--- config.mk ---
export PLATFORM = sky130hd
export DESIGN_NAME = seq_adder_accum
export DESIGN_NICKNAME = d
export VERILOG_FILES = /design/src/rtl/seq_adder_accum.sv
export SDC_FILE = /design/constraint.sdc
export NUM_CORES = 1
export LEC_CHECK = 0
export ABC_CLOCK_PERIOD_IN_PS = 3900
export CORE_ASPECT_RATIO = 1.75
export CORE_MARGIN = 2
export CORE_UTILIZATION = 53
export DETAILED_ROUTE_END_ITERATION = 6
export GPL_TIMING_DRIVEN = 1
export PLACE_DENSITY = 0.83
export SETUP_SLACK_MARGIN = 0.4
export SYNTH_ARGS = -nofsm -noshare
export SYNTH_HDL_FRONTEND = slang
export SYNTH_SLANG_ARGS = --single-unit
--- constraint.sdc ---
create_clock -name clk -period 3.9 [get_ports clk]
set_input_delay 0.78 -clock clk [delete_from_list [all_inputs] [get_ports clk]]
set_output_delay 0.78 -clock clk [all_outputs]
set_load 0.02 [all_outputs]
--- src/rtl/seq_adder_accum.sv ---
// seq_adder_accum: multi-cycle signed add/sub/accumulate, CHUNK bits per clock
// with a registered carry between chunks and valid/ready handshakes.
//
// Ports:
//   clk, rst              - single clock, synchronous active-high reset
//   in_valid/in_ready     - operation handshake (a, b, mode)
//   mode                  - 00 a+b, 01 a-b, 10 acc+a, 11 clear accumulator
//   out_valid/out_ready   - result handshake (f, ovf)
//   acc                   - current accumulator value
//
// Option: define SEQ_ADDER_ACCUM_SATURATE_EN to saturate f (and acc in mode
// 10) on signed overflow; the default build wraps modulo 2^WIDTH.
module seq_adder_accum #(
    parameter int WIDTH = 8,
    parameter int CHUNK = 4
) (
    input  logic             clk,
    input  logic             rst,
    input  logic             in_valid,
    output logic             in_ready,
    input  logic [WIDTH-1:0] a,
    input  logic [WIDTH-1:0] b,
    input  logic [1:0]       mode,
    output logic             out_valid,
    input  logic             out_ready,
    output logic [WIDTH-1:0] f,
    output logic             ovf,
    output logic [WIDTH-1:0] acc
);

    localparam int NSTEP = WIDTH / CHUNK;
    localparam int SW    = (NSTEP > 1) ? $clog2(NSTEP) : 1;
    localparam logic [SW-1:0] LAST = SW'(NSTEP - 1);

`ifdef SEQ_ADDER_ACCUM_SATURATE_EN
    localparam logic [WIDTH-1:0] SAT_POS = {1'b0, {(WIDTH-1){1'b1}}};
    localparam logic [WIDTH-1:0] SAT_NEG = {1'b1, {(WIDTH-1){1'b0}}};
`endif

    typedef enum logic [1:0] {
        IDLE,
        CALC,
        DONE
    } state_t;

    state_t           state_q, state_d;
    logic [WIDTH-1:0] x_q, x_d;
    logic [WIDTH-1:0] y_q, y_d;
    logic [WIDTH-1:0] res_q, res_d;
    logic [WIDTH-1:0] f_q, f_d;
    logic [WIDTH-1:0] acc_q, acc_d;
    logic [SW-1:0]    step_q, step_d;
    logic             carry_q, carry_d;
    logic             ovf_q, ovf_d;
    logic             out_valid_q, out_valid_d;
    logic             acc_op_q, acc_op_d;

    logic [CHUNK:0]   csum;
    int               idx;

    assign in_ready  = (state_q == IDLE) && !rst;
    assign out_valid = out_valid_q;
    assign f         = f_q;
    assign ovf       = ovf_q;
    assign acc       = acc_q;

    always_comb begin
        state_d     = state_q;
        x_d         = x_q;
        y_d         = y_q;
        res_d       = res_q;
        f_d         = f_q;
        acc_d       = acc_q;
        step_d      = step_q;
        carry_d     = carry_q;
        ovf_d       = ovf_q;
        out_valid_d = out_valid_q;
        acc_op_d    = acc_op_q;

        idx  = int'(step_q) * CHUNK;
        csum = {1'b0, x_q[idx +: CHUNK]}
             + {1'b0, y_q[idx +: CHUNK]}
             + {{CHUNK{1'b0}}, carry_q};

        unique case (state_q)
            IDLE: begin
                if (in_valid) begin
                    step_d   = '0;
                    acc_op_d = (mode == 2'b10);
                    state_d  = CALC;
                    unique case (mode)
                        2'b00: begin
                            x_d     = a;
                            y_d     = b;
                            carry_d = 1'b0;
                        end
                        2'b01: begin
                            // a - b as a + ~b + 1
                            x_d     = a;
                            y_d     = ~b;
                            carry_d = 1'b1;
                        end
                        2'b10: begin
                            x_d     = acc_q;
                            y_d     = a;
                            carry_d = 1'b0;
                        end
                        default: begin
                            // clear: result is ready on the accepting edge
                            acc_d       = '0;
                            f_d         = '0;
                            ovf_d       = 1'b0;
                            out_valid_d = 1'b1;
                            state_d     = DONE;
                        end
                    endcase
                end
            end
            CALC: begin
                res_d[idx +: CHUNK] = csum[CHUNK-1:0];
                carry_d             = csum[CHUNK];
                step_d              = step_q + 1'b1;
                if (step_q == LAST) begin
                    // MSB-chunk carry-out is dropped; overflow is sign based
                    ovf_d = (x_q[WIDTH-1] == y_q[WIDTH-1])
                         && (res_d[WIDTH-1] != x_q[WIDTH-1]);
`ifdef SEQ_ADDER_ACCUM_SATURATE_EN
                    f_d = ovf_d ? (x_q[WIDTH-1] ? SAT_NEG : SAT_POS) : res_d;
`else
                    f_d = res_d;
`endif
                    if (acc_op_q) begin
                        acc_d = f_d;
                    end
                    carry_d     = 1'b0;
                    out_valid_d = 1'b1;
                    state_d     = DONE;
                end
            end
            DONE: begin
                if (out_ready) begin
                    out_valid_d = 1'b0;
                    state_d     = IDLE;
                end
            end
            default: begin
                state_d = IDLE;
            end
        endcase
    end

    always_ff @(posedge clk) begin
        if (rst) begin
            state_q     <= IDLE;
            x_q         <= '0;
            y_q         <= '0;
            res_q       <= '0;
            f_q         <= '0;
            acc_q       <= '0;
            step_q      <= '0;
            carry_q     <= 1'b0;
            ovf_q       <= 1'b0;
            out_valid_q <= 1'b0;
            acc_op_q    <= 1'b0;
        end else begin
            state_q     <= state_d;
            x_q         <= x_d;
            y_q         <= y_d;
            res_q       <= res_d;
            f_q         <= f_d;
            acc_q       <= acc_d;
            step_q      <= step_d;
            carry_q     <= carry_d;
            ovf_q       <= ovf_d;
            out_valid_q <= out_valid_d;
            acc_op_q    <= acc_op_d;
        end
    end

endmodule

======== Yosys cells after proc, flatten, opt, wreduce, memory -nomap -nowiden ========
Index checks and enable logic that the tools add are counted.
operators by class
  multiplexer cells ....................... 30
  shift operators ......................... 4
  eq/ne operators ......................... 12
  add/subtract/negate cells ............... 4
  bitwise operators ....................... 1
  reductions and logical operators ........ 21
operators with widths
  cell                                                   count
  one-hot mux 8 bit (2 select lines)                     3
  two-way mux 8 bit                                      5
  negator 3 -> 33 bit                                    1
  variable shift 4 x 33 -> 8 bit (first input constant)  1
  indexed part select 4 x 33 -> 8 bit                    1
  one-hot mux 8 bit (3 select lines)                     1
  indexed part select 8 x 4 -> 4 bit                     2
  AND reduction 3 bit                                    4
  two-way mux 1 bit                                      10
  != test 2 bit (second input constant)                  5
  AND reduction 5 bit                                    2
  bitwise mux 8 bit                                      1
  two-way mux 2 bit                                      4
  NOT 8 bit                                              1
  one-hot mux 1 bit (2 select lines)                     4
  one-hot mux 2 bit (3 select lines)                     1
  nonzero test 3 bit                                     2
  adder 4 x 4 -> 5 bit                                   1
  adder 5 x 1 -> 5 bit                                   1
  == test 2 x 1 -> 1 bit (second input constant)         2
  == test 2 bit (second input constant)                  2
  logical NOT 2 bit                                      2
  AND reduction 2 bit                                    2
  AND reduction 4 bit                                    1
  10 further kinds                                       13
word-level totals
  word-level logic and storage cells ...... 83
  input bits .............................. 22
  register bits ........................... 47
  output and inout bits ................... 19

======== Logic depth before layout (Yosys ltp) ========
Gate-level depths: netlist of the first run.
  depth after elaboration ................. 9
  mapped depth ............................ 10
  gate-level depth less buffers ........... 8

======== Least setup slack after synthesis of the first run ========
Ideal clock, no wire load.
  path kind ............................... flip-flop to flip-flop
  start ................................... reg step_q
  end ..................................... reg ovf_q, in the netlist ovf
  period minus slack after synthesis ...... 2.883 ns
  cell stages (with the launch flop) ...... 10
  data required time ...................... 3.786 ns
  setup time .............................. 0.114 ns
  arrival ................................. 2.769 ns
  setup slack ............................. 1.017 ns
  buffers on the path ..................... 2
  cells stage by stage .................... dfxtp_1 -> clkbuf_1 -> buf_1 -> mux2_2 -> fa_1 -> and3_1 -> or3_1 -> a31oi_1 -> o22ai_1 -> a21o_1
on the way
  cells in the longest elaborated chain, start to end .. 9
  elaborated cells between the ends (all ways) .. 14
  classes of those cells .................. add/sub (3); eq/ne (2); shift (4); mux (3); reduce/logical (2)
RTL lines
  item                                                          line    text
  from (decl)                                                   52      logic [SW-1:0] step_q, step_d;
  from (signal assigned)                                        172     step_q <= step_d;
  indexed part select 8 x 4 -> 4 bit, on equally long branches  81, 82
  adder 4 x 4 -> 5 bit                                          82      + {1'b0, y_q[idx +: CHUNK]}
  adder 5 x 1 -> 5 bit                                          83      + {{CHUNK{1'b0}}, carry_q};
  indexed part select 4 x 33 -> 8 bit                           120     res_d[idx +: CHUNK] = csum[CHUNK-1:0];
  bitwise mux 8 bit                                             120
  != test 1 bit                                                 126     && (res_d[WIDTH-1] != x_q[WIDTH-1]);
  logical AND 1 bit                                             126
  two-way mux 1 bit                                             123     if (step_q == LAST) begin
  one-hot mux 1 bit (2 select lines)                            85      unique case (state_q)
  to (signal assigned)                                          174     ovf_q <= ovf_d;
  to (decl)                                                     54      logic ovf_q, ovf_d;
Several ways; a longest one is shown, not always the timed one. The select of a mux whose other input is x is not followed.
A chain may end at the register's enable or synchronous reset.

======== Worst setup path in the final report of the first run ========
  start ................................... reg step_q
  end ..................................... reg f_q[7], in the netlist f[7]
on the way
  cells in the longest elaborated chain, start to end .. 7
  elaborated cells between the ends (all ways) .. 12
  classes of those cells .................. add/sub (3); eq/ne (1); shift (4); mux (3); reduce/logical (1)
RTL lines
  item                                                          line    text
  indexed part select 8 x 4 -> 4 bit, on equally long branches  81, 82
  adder 4 x 4 -> 5 bit                                          82
  adder 5 x 1 -> 5 bit                                          83
  indexed part select 4 x 33 -> 8 bit                           120
  bitwise mux 8 bit                                             120
  two-way mux 8 bit                                             123
  one-hot mux 8 bit (2 select lines)                            85
  to (signal assigned)                                          158     f_q <= '0;
  to (signal assigned)                                          170     f_q <= f_d;
  to (decl)                                                     50      logic [WIDTH-1:0] f_q, f_d;
Several ways; a longest one is shown, not always the timed one. The select of a mux whose other input is x is not followed.

==> results list, run 1 <==
* TritonCTS Buffers: 5
- The congestion estimate from routability-driven global placement came to 0.847.
- In the final timing run, aggregate negative setup slack is 0 ps.
- Final critical-path share of the clock period: 0.749
- Max-cap violations in this run came to 0.
* Total power of the final layout: 1.16 mW
- For the final database, setup skew stands at 5.42 ps.
* Area growth syn-to-layout: 22.3%
- In the global route stage, overall resource usage came out at 0.240.
* Clock tree from TritonCTS: yes
* Clock net sink count: 47
- Cells after synthesis: 288
* Critical register-to-register path startpoint: step_q$_SDFFE_PP0P_
- Once placement finished, the instance area stood at 2780 µm².
- For this design, the CTS-stage hold fixing added 0 buffers.
- VDD sags by at most 0.424 mV.
* Synth Cell Area: 2380 µm²
- Final design area excluding fillers: 2920 µm²
- Inserted Diodes: 0
- Initial Utilization: 0.546
- Die Width: 54.7 µm
- The final count of hold timing violations was 0.
* Mux cell area share after synthesis: 0.0934
- Port buffering added 40 buffers.
* Detailed Place HPWL: 3920 µm
* Endpoint of the worst hold-timing path: y_q[3]$_SDFFE_PP0P_
- The worst hold path belongs to the class flop to flop.
- After clock tree synthesis, the clock-pin slew on the worst setup and hold paths is 90 ps.
- Share of the synthesized netlist area taken by xor and xnor gates: 0.00367
* Standby leakage power: 1.08 nW
- Mean instance size in the synthesized netlist: 8.28 µm²
- Power spread over the standard cell area amounts to 397 nW/µm².
- After clock tree synthesis, the setup repair step added 0 buffers.
* Vert. Die Dim: 92.7 µm
* Ordered list of cells on the worst path: mux2_2 > fa_1 > and3_1 > or3_1 > a31oi_1 > a2bb2oi_1 > nor2_1
- Time the final worst path needs with I/O delays and setup: 2920 ps
* Via count of the first global-routing pass: 2079
* First-pass GRT wire length: 9120 µm
- Leaving out filler cells and counting taps, the final layout contains 370.
- Counting flops with an async set or reset pin after synthesis yields a share of 0.
- After the first detailed-routing iteration, the DRC count stood at 31.
- Synth warnings: 0
- Counting tap cells, the placed design contains a total of 362 instances.
* Worst-Skew Late Latency: 300 ps
* Transition at the pin with the smallest max-transition slack: 856 ps
- For this run, the post-layout net count is 349.
- Entering global routing, the biggest net connects 51 pins.
- Setup repair after global routing missed its margin: false
- The synthesized design contains 0 enable-type register cells.
- Main combinational cell family by area after synthesis: simple AND/OR/NAND/NOR gates
- Internal reg-to-reg setup slack: 980 ps
* Number of placed I/O pins: 41
- Reg2Reg Depth: 7
- Post-place setup slack: 983 ps
- The kind of cell with the highest combined delay along the critical path is flip-flops.
- Number of antenna violations at the first check in global routing: 0
* Critical path required time: 4080 ps
- Clock tree buffer depth: 2
- Along the worst hold path, the cell count comes to 2.
- Startpoint type of the worst setup path: flop
- WP data arrival: 3100 ps
* Compound-Gate Fraction of Synth Area: 0.186
* Vias after detailed routing: 2137
- The critical path contains buffers and inverters numbering 0 combined.
- Of the cells placed in the final design, the portion with a size suffix greater than 1 is 0.0752.
* Share of synthesized cell area in and, or, nand and nor gates: 0.215
* Final Worst Setup Slack: 981 ps
- GRT overflow: 0
- Crit path max fanout: 18
- In this run the clock root is driven by a clkbuf_8.
- Total wirelength of the detailed-routed design: 5330 µm
- The count of nets left with antenna violations once routing finished came out at 0.
- In this run, post-CTS repair resized a total of 0 instances.
- Core Area: 4360 µm²
- Capture instance of the worst register-to-register path: f[7]$_SDFFE_PP0P_
* Primary flip-flop cell chosen by synthesis mapping: dfxtp_1
- On the worst path, the slowest cell contributes a delay of 790 ps.
* Slowest stage cell on the critical path: dfxtp_1
- Setup violations remaining at the end of the flow were counted as 0.
* Drt drc: 0
* Vias per Instance: 5.78
* Deepest level of the CTS H-tree: 2
- The floorplan step defined a die boundary enclosing 5070 µm².
- Slew Limit Headroom: 0.429
- Counting distinct cell types in the post-synthesis netlist gives 39.
- Worst setup path class: flop to flop
- The max-slew violation count came to 0.
- After floorplanning, the core was divided into 32 placement rows.
- Hold wc startpoint: y_q[3]$_SDFFE_PP0P_
- Net Count, Synth: 319
- #FFs+latches synth: 47
- Instance count on the critical path: 7
- The flow ran to the end, and the final reports show no timing, DRC or antenna violations.
- Static timing analysis puts the maximum clock frequency at 343 MHz.
- Crit. End Element: flop
- The pre-antenna-repair detailed-routing pass consisted of 4 iterations.
- Of the total synthesized cell area, the portion taken by full adders, half adders and majority gates is 0.0535.
- Of the synthesized area, sequential elements account for 0.395.
- In the final routed layout, each cell accounts on average for 14.4 µm.
## stage by stage
stage | hold slack (ps) | util
after floorplan | 428 | -
after global placement | 439 | 0.638
after detailed placement | 448 | 0.638
after CTS | 459 | 0.668
after global routing | 483 | 0.668
final | 455 | 0.668
## cells in the mapped netlist (all sizes together) (4+ instances only)
| cell | instances | area [µm²] |
|---|---|---|
| dfxtp | 47 | 941 |
| nand2 | 43 | 161 |
| a21oi | 33 | 165 |
| nor2 | 23 | 86.3 |
| clkbuf | 13 | 48.8 |
| nand3 | 13 | 65.1 |
| mux2i | 11 | 110 |
| a211oi | 10 | 75.1 |
| mux2 | 10 | 113 |
| buf | 9 | 53.8 |
| nand2b | 9 | 56.3 |
| o211ai | 8 | 60.1 |
| ha | 7 | 87.6 |
| inv | 7 | 26.3 |
| o21ai | 6 | 30.0 |
| a21o | 4 | 30.0 |
| nor2b | 4 | 25.0 |
## worst min-delay path: stages (launching register included)
cell and delay [ps]:
dfxtp_1 310, nand2_1 50, a21oi_1 50
## layer usage
metal | up-vias | part of all wire | track usage
li1 | 1063 | - | -
met1 | 1016 | 0.39 | 0.269
met2 | 52 | 0.56 | 0.431
met3 | 6 | 0.035 | 0.0339
met4 | 0 | 0.015 | 0.0875
met5 | - | 0 | 0
## how the worst max path moves through the flow
stage	startpoint	endpoint	slack, ps
4_1_cts	step_q$_SDFFE_PP0P_	f[7]$_SDFFE_PP0P_	1000
2_1_floorplan	step_q$_SDFFE_PP0P_	ovf$_SDFFE_PP0P_	1020
3_5_place_dp	mode[0]	acc[5]$_SDFFE_PP0P_	980
5_1_grt	step_q$_SDFFE_PP0P_	f[7]$_SDFFE_PP0P_	850
6_report	step_q$_SDFFE_PP0P_	f[7]$_SDFFE_PP0P_	980
3_3_place_gp	mode[0]	acc[5]$_SDFFE_PP0P_	1000
## layout by cell type (no fill, tap or decap), types with 2 or more instances in the layout
| cell | netlist | layout |
|---|---|---|
| o211ai_1 | 8 | 8 |
| o31ai_1 | 2 | 2 |
| a211oi_1 | 10 | 10 |
| nor2b_1 | 4 | 4 |
| a22oi_1 | 2 | 2 |
| clkbuf_8 | 0 | 5 |
| buf_4 | 0 | 5 |
| inv_1 | 7 | 7 |
| fa_1 | 2 | 2 |
| nand4b_1 | 3 | 3 |
| nand3_1 | 13 | 13 |
| nand2_1 | 43 | 43 |
| o21ai_0 | 6 | 6 |
| or3_1 | 3 | 3 |
| nor3_1 | 3 | 3 |
| bufinv_16 | 0 | 2 |
| mux2i_1 | 11 | 11 |
| dfxtp_1 | 47 | 47 |
| nand3b_1 | 3 | 3 |
| a21o_1 | 4 | 4 |
| nand2b_1 | 9 | 9 |
| nor2_1 | 23 | 23 |
| clkdlybuf4s50_1 | 0 | 40 |
| a21oi_1 | 33 | 33 |
| mux2_2 | 10 | 10 |
| ha_1 | 7 | 7 |
## sequential cells by signal, indices dropped and copies added, names as in the netlist
signal	count
carry_q	1
y_q	8
acc	8
step_q	1
res_q	8
state_q	2
acc_op_q	1
out_valid	1
ovf	1
f	8
x_q	8
## power breakdown
group	internal (mW)	total, mW	switching (mW)
logic	0.0983	0.210	0.112
clock network	0.256	0.417	0.161
registers	0.505	0.532	0.0268
total	0.860	1.16	0.299
## final cells by class
type | instances | area (µm²)
Multi-Input combinational cell | 212 | 1320
Sequential cell | 47 | 941
Clock inverter | 2 | 60.1
Clock buffer | 6 | 72.6
Timing Repair Buffer | 45 | 438
Inverter | 7 | 26.3
Fill cell | 363 | 1450
Tap cell | 51 | 63.8
## cell families after synthesis
logic type	after synthesis
AO/OA/AOI/OAI	72
XOR/XNOR	1
adder cells (fa/ha/maj)	9
buffers and inverters	29
flip-flops	47
multiplexers	21
AND/OR/NAND/NOR	109
(Power assumes the default switching activity.)
==> run 2, diff against run 1 <==
ABC_CLOCK_PERIOD_IN_PS = 2400   (was 3900)
CORE_UTILIZATION = 47   (was 53)
PLACE_DENSITY = 0.78   (was 0.83)
clock period = 2.4 ns   (was 3.9 ns; I/O delays follow)
==> run 2 against run 1 <==
Compared with the run above: count of clock-buffer cells in the layout is the same; largest power group unchanged; critical path type unchanged; routed wire length grew 5.1%; hold slack is essentially flat; clock power grew 45%; non-clock buffer count grew 12; combinational power grew 99%.
==> results list, run 2 (synthesized netlist as in run 1, its figures left out) <==
- The count of nets left with antenna violations once routing finished came out at 0.
- Top Layer Used: met4
- CTS placed an instance of clkbuf_8 at the clock tree root.
- Dividing total power by cell area gives a power density of 606 nW/µm².
- Detailed-routed wire length on met3: 164 µm
* Number of antenna violations at the first check in global routing: 0
- Ordered list of cells on the worst path: mux2_4 > fa_2 > and3_4 > or3_4 > a31oi_4 > o22ai_1 > a21o_1
- The die is 57.8 µm wide.
* Clock tree from TritonCTS: yes
- Slew Limit Headroom: 0.663
- First element of the critical path: step_q$_SDFFE_PP0P_
* GRT overflow: 0
* Cell area reported after detailed placement: 2910 µm²
- Placer Congestion: 0.818
- Worst-Skew Late Latency: 300 ps
* Total power of the final layout: 1.88 mW
- Along the worst path, the maximum fanout reaches 7.
- For the pin with the worst max-slew slack, the measured transition is 505 ps.
- Standby leakage power: 1.14 nW
- The final count of hold timing violations is 0.
- Violation count after the first detailed-routing iteration: 35
* Top library cells by usage in the layout, fill and taps aside: 46 x dfxtp_1, 43 x nand2_1, 39 x clkdlybuf4s50_1
- In the final layout, the share of cells above drive strength 1 is 0.166.
- Vert. Die Dim: 98.2 µm
* Setup repair after global routing missed its margin: true
- Detailed-route wire length per cell: 14.5 µm
- Clock-pin slew was measured on the worst setup and hold paths at 80 ps.
- The first TritonRoute pass finished after 4 iterations.
- First-pass GRT wire length: 9270 µm
- The worst setup path is launched from a flop.
* Detailed Place HPWL: 4120 µm
- For the worst setup path, the data required time is 2610 ps.
- The worst hold path begins at f[0]$_SDFFE_PP0P_.
* DP Cell Count: 373
- Time the final worst path needs with I/O delays and setup: 2230 ps
- Drt drc: 0
- Total of endpoints with negative setup slack in the final report: 0
- Static timing analysis puts the maximum clock frequency at 449 MHz.
- In the global route stage, overall resource usage came out at 0.210.
* Standard-cell row count: 34
* Most common library cell in the layout ignoring fill and taps: dfxtp_1
- Met2 routed WL: 3170 µm
* Worst IR Drop VDD: 0.580 mV
- In this run the critical register-to-register path is launched from step_q$_SDFFE_PP0P_.
* Fin Setup TNS: 0 ps
- Outcome: complete, no violations
* Area growth syn-to-layout: 30.3%
- Finished Layout Cells: 385
- Buffers placed on the I/O ports in this run total 40.
- Crit. End Element: flop
* Final design area excluding fillers: 3110 µm²
- The H-tree was split into 2 levels.
- Pin count of the biggest net entering global routing: 28
- Clock net sink count: 47
- By startpoint and endpoint, the worst setup path is classified as flop to flop.
* Via count of the first global-routing pass: 2034
- Final critical-path share of the clock period: 0.928
- STA puts the critical path data arrival time at 2430 ps.
- In the final routing, the length of wire on met1 measures 2120 µm.
- Initial Utilization: 0.483
* Vias after detailed routing: 2171
* Peak per-stage delay on the critical path: 420 ps
- Slowest stage cell on the critical path: dfxtp_4
- In this run, CTS created clock tree buffers numbering 5.
- After the last flow step, the layout net total stands at 361.
- Prior to clock tree synthesis, the placed netlist has a worst setup slack of 62.4 ps.
* Final Worst Setup Slack: 174 ps
- The critical path contains buffers and inverters numbering 0 combined.
- Kind of cell adding the most delay to the critical path: simple AND/OR/NAND/NOR gates
* Die outline area: 5680 µm²
- Total wirelength of the detailed-routed design: 5600 µm
* Number of inserted filler cells in the final layout: 430
* Clock tree buffer depth: 2
* Layout Skew: 1.70 ps
* Core Area: 4930 µm²
- Number of maximum-capacitance violations: 0
- Type of the worst min-delay path: flop to flop
* Number of placed I/O pins: 41
* Pins Over Slew Limit: 0
* Inserted Diodes: 0
- Using the TritonRoute via totals, the vias-per-cell ratio works out to 5.64.
==> run 2: layout make-up <==
class	instances	area (µm²)	share of cell area
Tap cell	54	67.6	0.0217
Sequential cell	47	945	0.304
Inverter	7	26.3	0.00846
Clock inverter	2	35.0	0.0113
Multi-Input combinational cell	212	1430	0.460
Clock buffer	6	82.6	0.0266
Timing Repair Buffer	57	523	0.168
==> run 2: worst register-to-register path, delay by kind of cell (launching register included) <==
| family | cells | cell delay (ps) |
|---|---|---|
| and+or+nand+nor | 2 | 550 |
| AOI/OAI and AO/OA | 3 | 460 |
| DFF | 1 | 420 |
| adders and majority gates | 1 | 370 |
| muxes | 1 | 320 |
==> run 2: routing by layer <==
metal	vias to the layer above	track usage
li1	1088	-
met1	1035	0.216
met2	38	0.389
met3	10	0.0411
met4	0	0.0948
met5	-	0
==> run 2: metrics by stage <==
| step | hold WS (ps) | utilization |
|---|---|---|
| after detailed placement | 446 | 0.589 |
| after global placement | 440 | 0.589 |
| after CTS | 458 | 0.624 |
| after global routing | 479 | 0.630 |
| after floorplan | 428 | - |
| final | 454 | 0.630 |
==> run 2: final timing paths <==
path                            depth (start not counted)  slack (ps)           endpoint
worst max register to register                          7         170   ovf$_SDFFE_PP0P_
worst max-delay path                                    7         170   ovf$_SDFFE_PP0P_
worst min-delay path                                    2         450  f[0]$_SDFFE_PP0P_
worst min register to register                          2         450  f[0]$_SDFFE_PP0P_
==> run 2: timing repair <==
item	in CTS	in global routing
resized for setup	10	7
endpoints found under the setup margin	18	15
buffers inserted	3	1
hold buffers	0	0
pin swaps	0	1
==> run 2: where the power goes <==
group          internal (mW)  switching [mW]  total (mW)
sequential             0.821          0.0391       0.860
combinational          0.208           0.209       0.417
clock                  0.337           0.269       0.606
total                   1.37           0.517        1.88
==> run 3, diff against run 2 <==
CELL_PAD_IN_SITES_DETAIL_PLACEMENT = 0   (was unset)
CELL_PAD_IN_SITES_GLOBAL_PLACEMENT = 1   (was unset)
CORE_UTILIZATION = 35   (was 47)
CTS_CLUSTER_DIAMETER = 200   (was unset)
==> run 3 against run 2 <==
Compared with the run above: routed wire length increased by 6.8%; largest power group unchanged; cell area increased by 4.8%; die area increased by 32%; fmax decreased by 0.52%.
==> results list, run 3 (synthesized netlist as in run 1, its figures left out) <==
- Outcome: complete, no violations
- The worst register-to-register path has a setup slack of 160 ps.
- The first routing iteration left 96 violations.
- Pwr Density: 609 nW/µm²
* Number of maximum-capacitance violations: 0
- Slew Limit Headroom: 0.654
- 0 antenna diodes ended up in the layout.
* Layout cells sized above 1: 0.181
* Net switching fraction of the power: 0.275
- Transition at the pin with the smallest max-transition slack: 519 ps
- Clock tree from TritonCTS: yes
- Total wirelength of the detailed-routed design: 5980 µm
* Clock share of power: 0.337
* Number of inserted filler cells in the final layout: 655
- The floorplan step set the die width to 66.4 µm.
* Fin Setup TNS: 0 ps
- Finished Layout Cells: 419
- Endpoint of the worst hold-timing path: f[1]$_SDFFE_PP0P_
- After global routing the overflow that remains totals 0.
- Reg2Reg Depth: 7
- Port buffering added 40 buffers.
- Count of nets after finishing: 367
- DP Cell Count: 402
- Final critical-path share of the clock period: 0.932
* Core Area: 6590 µm²
- In the final routed layout, each cell accounts on average for 14.3 µm.
- Internal power component: 1.44 mW
- The die is 113 µm tall.
- Hold repair after CTS inserted 0 buffers.
- Capture instance of the worst register-to-register path: ovf$_SDFFE_PP0P_
* TritonCTS Buffers: 5
- Once layout is complete, the utilization of the core stands at 0.494.
- Via count of the first global-routing pass: 2082
* Number of antenna violations at the first check in global routing: 0
* Crit. End Element: flop
- Of the total power, combinational logic draws 0.227.
* Clock transition at path regs: 60 ps
- The first detailed-routing pass ran for 4 iterations.
- Counting every sink on the clock net gives 47.
- Of all nets on the critical path, the largest fanout is 6.
* Tightest hold margin: 453 ps
- Among all stages on the critical path, the largest delay is contributed by dfxtp_4.
- The detail route stage leaves a number of antenna-violating nets equal to 0.
- Traced cell by cell, the critical path runs through mux2_4 > fa_2 > and3_4 > or3_4 > a31oi_4 > o22ai_1 > a21o_1.
- The congestion estimate from routability-driven global placement came to 0.746.
- Top library cells by usage in the layout, fill and taps aside: 46 x dfxtp_1, 43 x nand2_1, 39 x clkdlybuf4s50_1
- Clock tree buffer depth: 2
- The max-slew violation count is 0.
- Layout Skew: 5.04 ps
* Number of cells traversed by the worst hold path: 2
- For this run, design rule violations remaining after detail routing come to 0.
- Data on the critical path is required at its endpoint by 2590 ps.
- Deepest level of the CTS H-tree: 2
- The critical path is of the flop to flop type.
* Total power of the final layout: 1.98 mW
- The analysis attributes to cell leakage a power of 1.18 nW.
- Clock tree synthesis selected as its root buffer the cell clkbuf_16.
- Setup repair after global routing missed its margin: true
- The worst path needs 2240 ps of the cycle, external delays included.
- The tightest min-delay check is of the flop to flop type.
* Maximum achievable frequency: 447 MHz
- For this design the total switching power over the nets is 0.545 mW.
- Total of endpoints with negative setup slack in the final report: 0
- Detailed Place HPWL: 4420 µm
- Hold wc startpoint: f[1]$_SDFFE_PP0P_
* Most common library cell in the layout ignoring fill and taps: dfxtp_1
- For this configuration, the core starts out at a cell density of 0.362.
- Die outline area: 7520 µm²
* Pin count of the biggest net entering global routing: 50
- Vias after detailed routing: 2118
- Dividing the detail-routed via count by the number of cells gives 5.05.
- Data arrives at the worst endpoint at 2430 ps.
- For this run, the slowest stage of the critical path takes 410 ps.
- Standard-cell row count: 39
- In this run the critical register-to-register path is launched from step_q$_SDFFE_PP0P_.
* Part of the total power dissipated in sequential elements: 0.436
- The first global-routing pass estimated 10100 µm of wire.
* Number of hold violations in the final report: 0
- Worst IR Drop VDD: 0.350 mV
* Worst-Skew Late Latency: 290 ps
- Startpoint type of the worst setup path: flop
- Area growth syn-to-layout: 36.5%
- In this run the count of I/O pins placed on the die edge is 41.
- Aggregate global-route resource usage: 0.176
## run 3: critical path, delay by kind of cell (launching register included)
family	cells	cell delay (ps)
AND/OR/NAND/NOR	2	540
flip-flops	1	410
multiplexers	1	330
AO/OA/AOI/OAI	3	500
adder cells (fa/ha/maj)	1	370
## run 3: layout make-up
cell class / count / area (µm²) / share of cell area
clock buffer: 7 / 133 / 0.0407
clock inverter: 1 / 5.00 / 0.00154
inverter: 7 / 28.8 / 0.00884
timing repair buffer: 63 / 587 / 0.180
multi-input combinational: 212 / 1460 / 0.447
sequential: 47 / 945 / 0.290
tap: 82 / 103 / 0.0315
## run 3: routing by layer
| layer | GRT usage | vias up | share of wire |
|---|---|---|---|
| met5 | 0 | - | 0 |
| met4 | 0.0694 | 0 | 0.019 |
| met3 | 0.0338 | 6 | 0.035 |
| met2 | 0.319 | 41 | 0.55 |
| met1 | 0.195 | 969 | 0.39 |
| li1 | - | 1102 | - |
## run 3: what timing repair did
action,4_1_cts,5_1_grt
buffers inserted,5,4
endpoints found under the hold margin,0,0
resized for setup,10,16
endpoints found under the setup margin,18,20
pin swaps,1,2
## run 3: power groups by stage
stage                     Clock, mW  Sequential [mW]  Combinational (mW)
final                         0.669            0.865               0.449
after global placement            0            0.881               0.382
after floorplan                   0            0.862               0.283
after detailed placement          0            0.882               0.389
after global routing          0.723            0.871               0.493
after CTS                     0.686            0.862               0.418
## run 3: worst max path at each step
stage | startpoint | to | slack (ps) | cells past startpoint
after floorplan | step_q$_SDFFE_PP0P_ | ovf$_SDFFE_PP0P_ | 100 | 9
after global placement | step_q$_SDFFE_PP0P_ | ovf$_SDFFE_PP0P_ | 140 | 7
after detailed placement | step_q$_SDFFE_PP0P_ | ovf$_SDFFE_PP0P_ | 90 | 7
after CTS | step_q$_SDFFE_PP0P_ | ovf$_SDFFE_PP0P_ | 180 | 7
after global routing | step_q$_SDFFE_PP0P_ | ovf$_SDFFE_PP0P_ | 80 | 9
final | step_q$_SDFFE_PP0P_ | ovf$_SDFFE_PP0P_ | 160 | 7
## run 3: per-stage QoR
step                setup WS, ps  area [µm²]
floorplan                    101        2470
global placement             138        2950
detailed placement          86.3        2950
CTS                          184        3150
global route                78.2        3260
finish                       162        3260
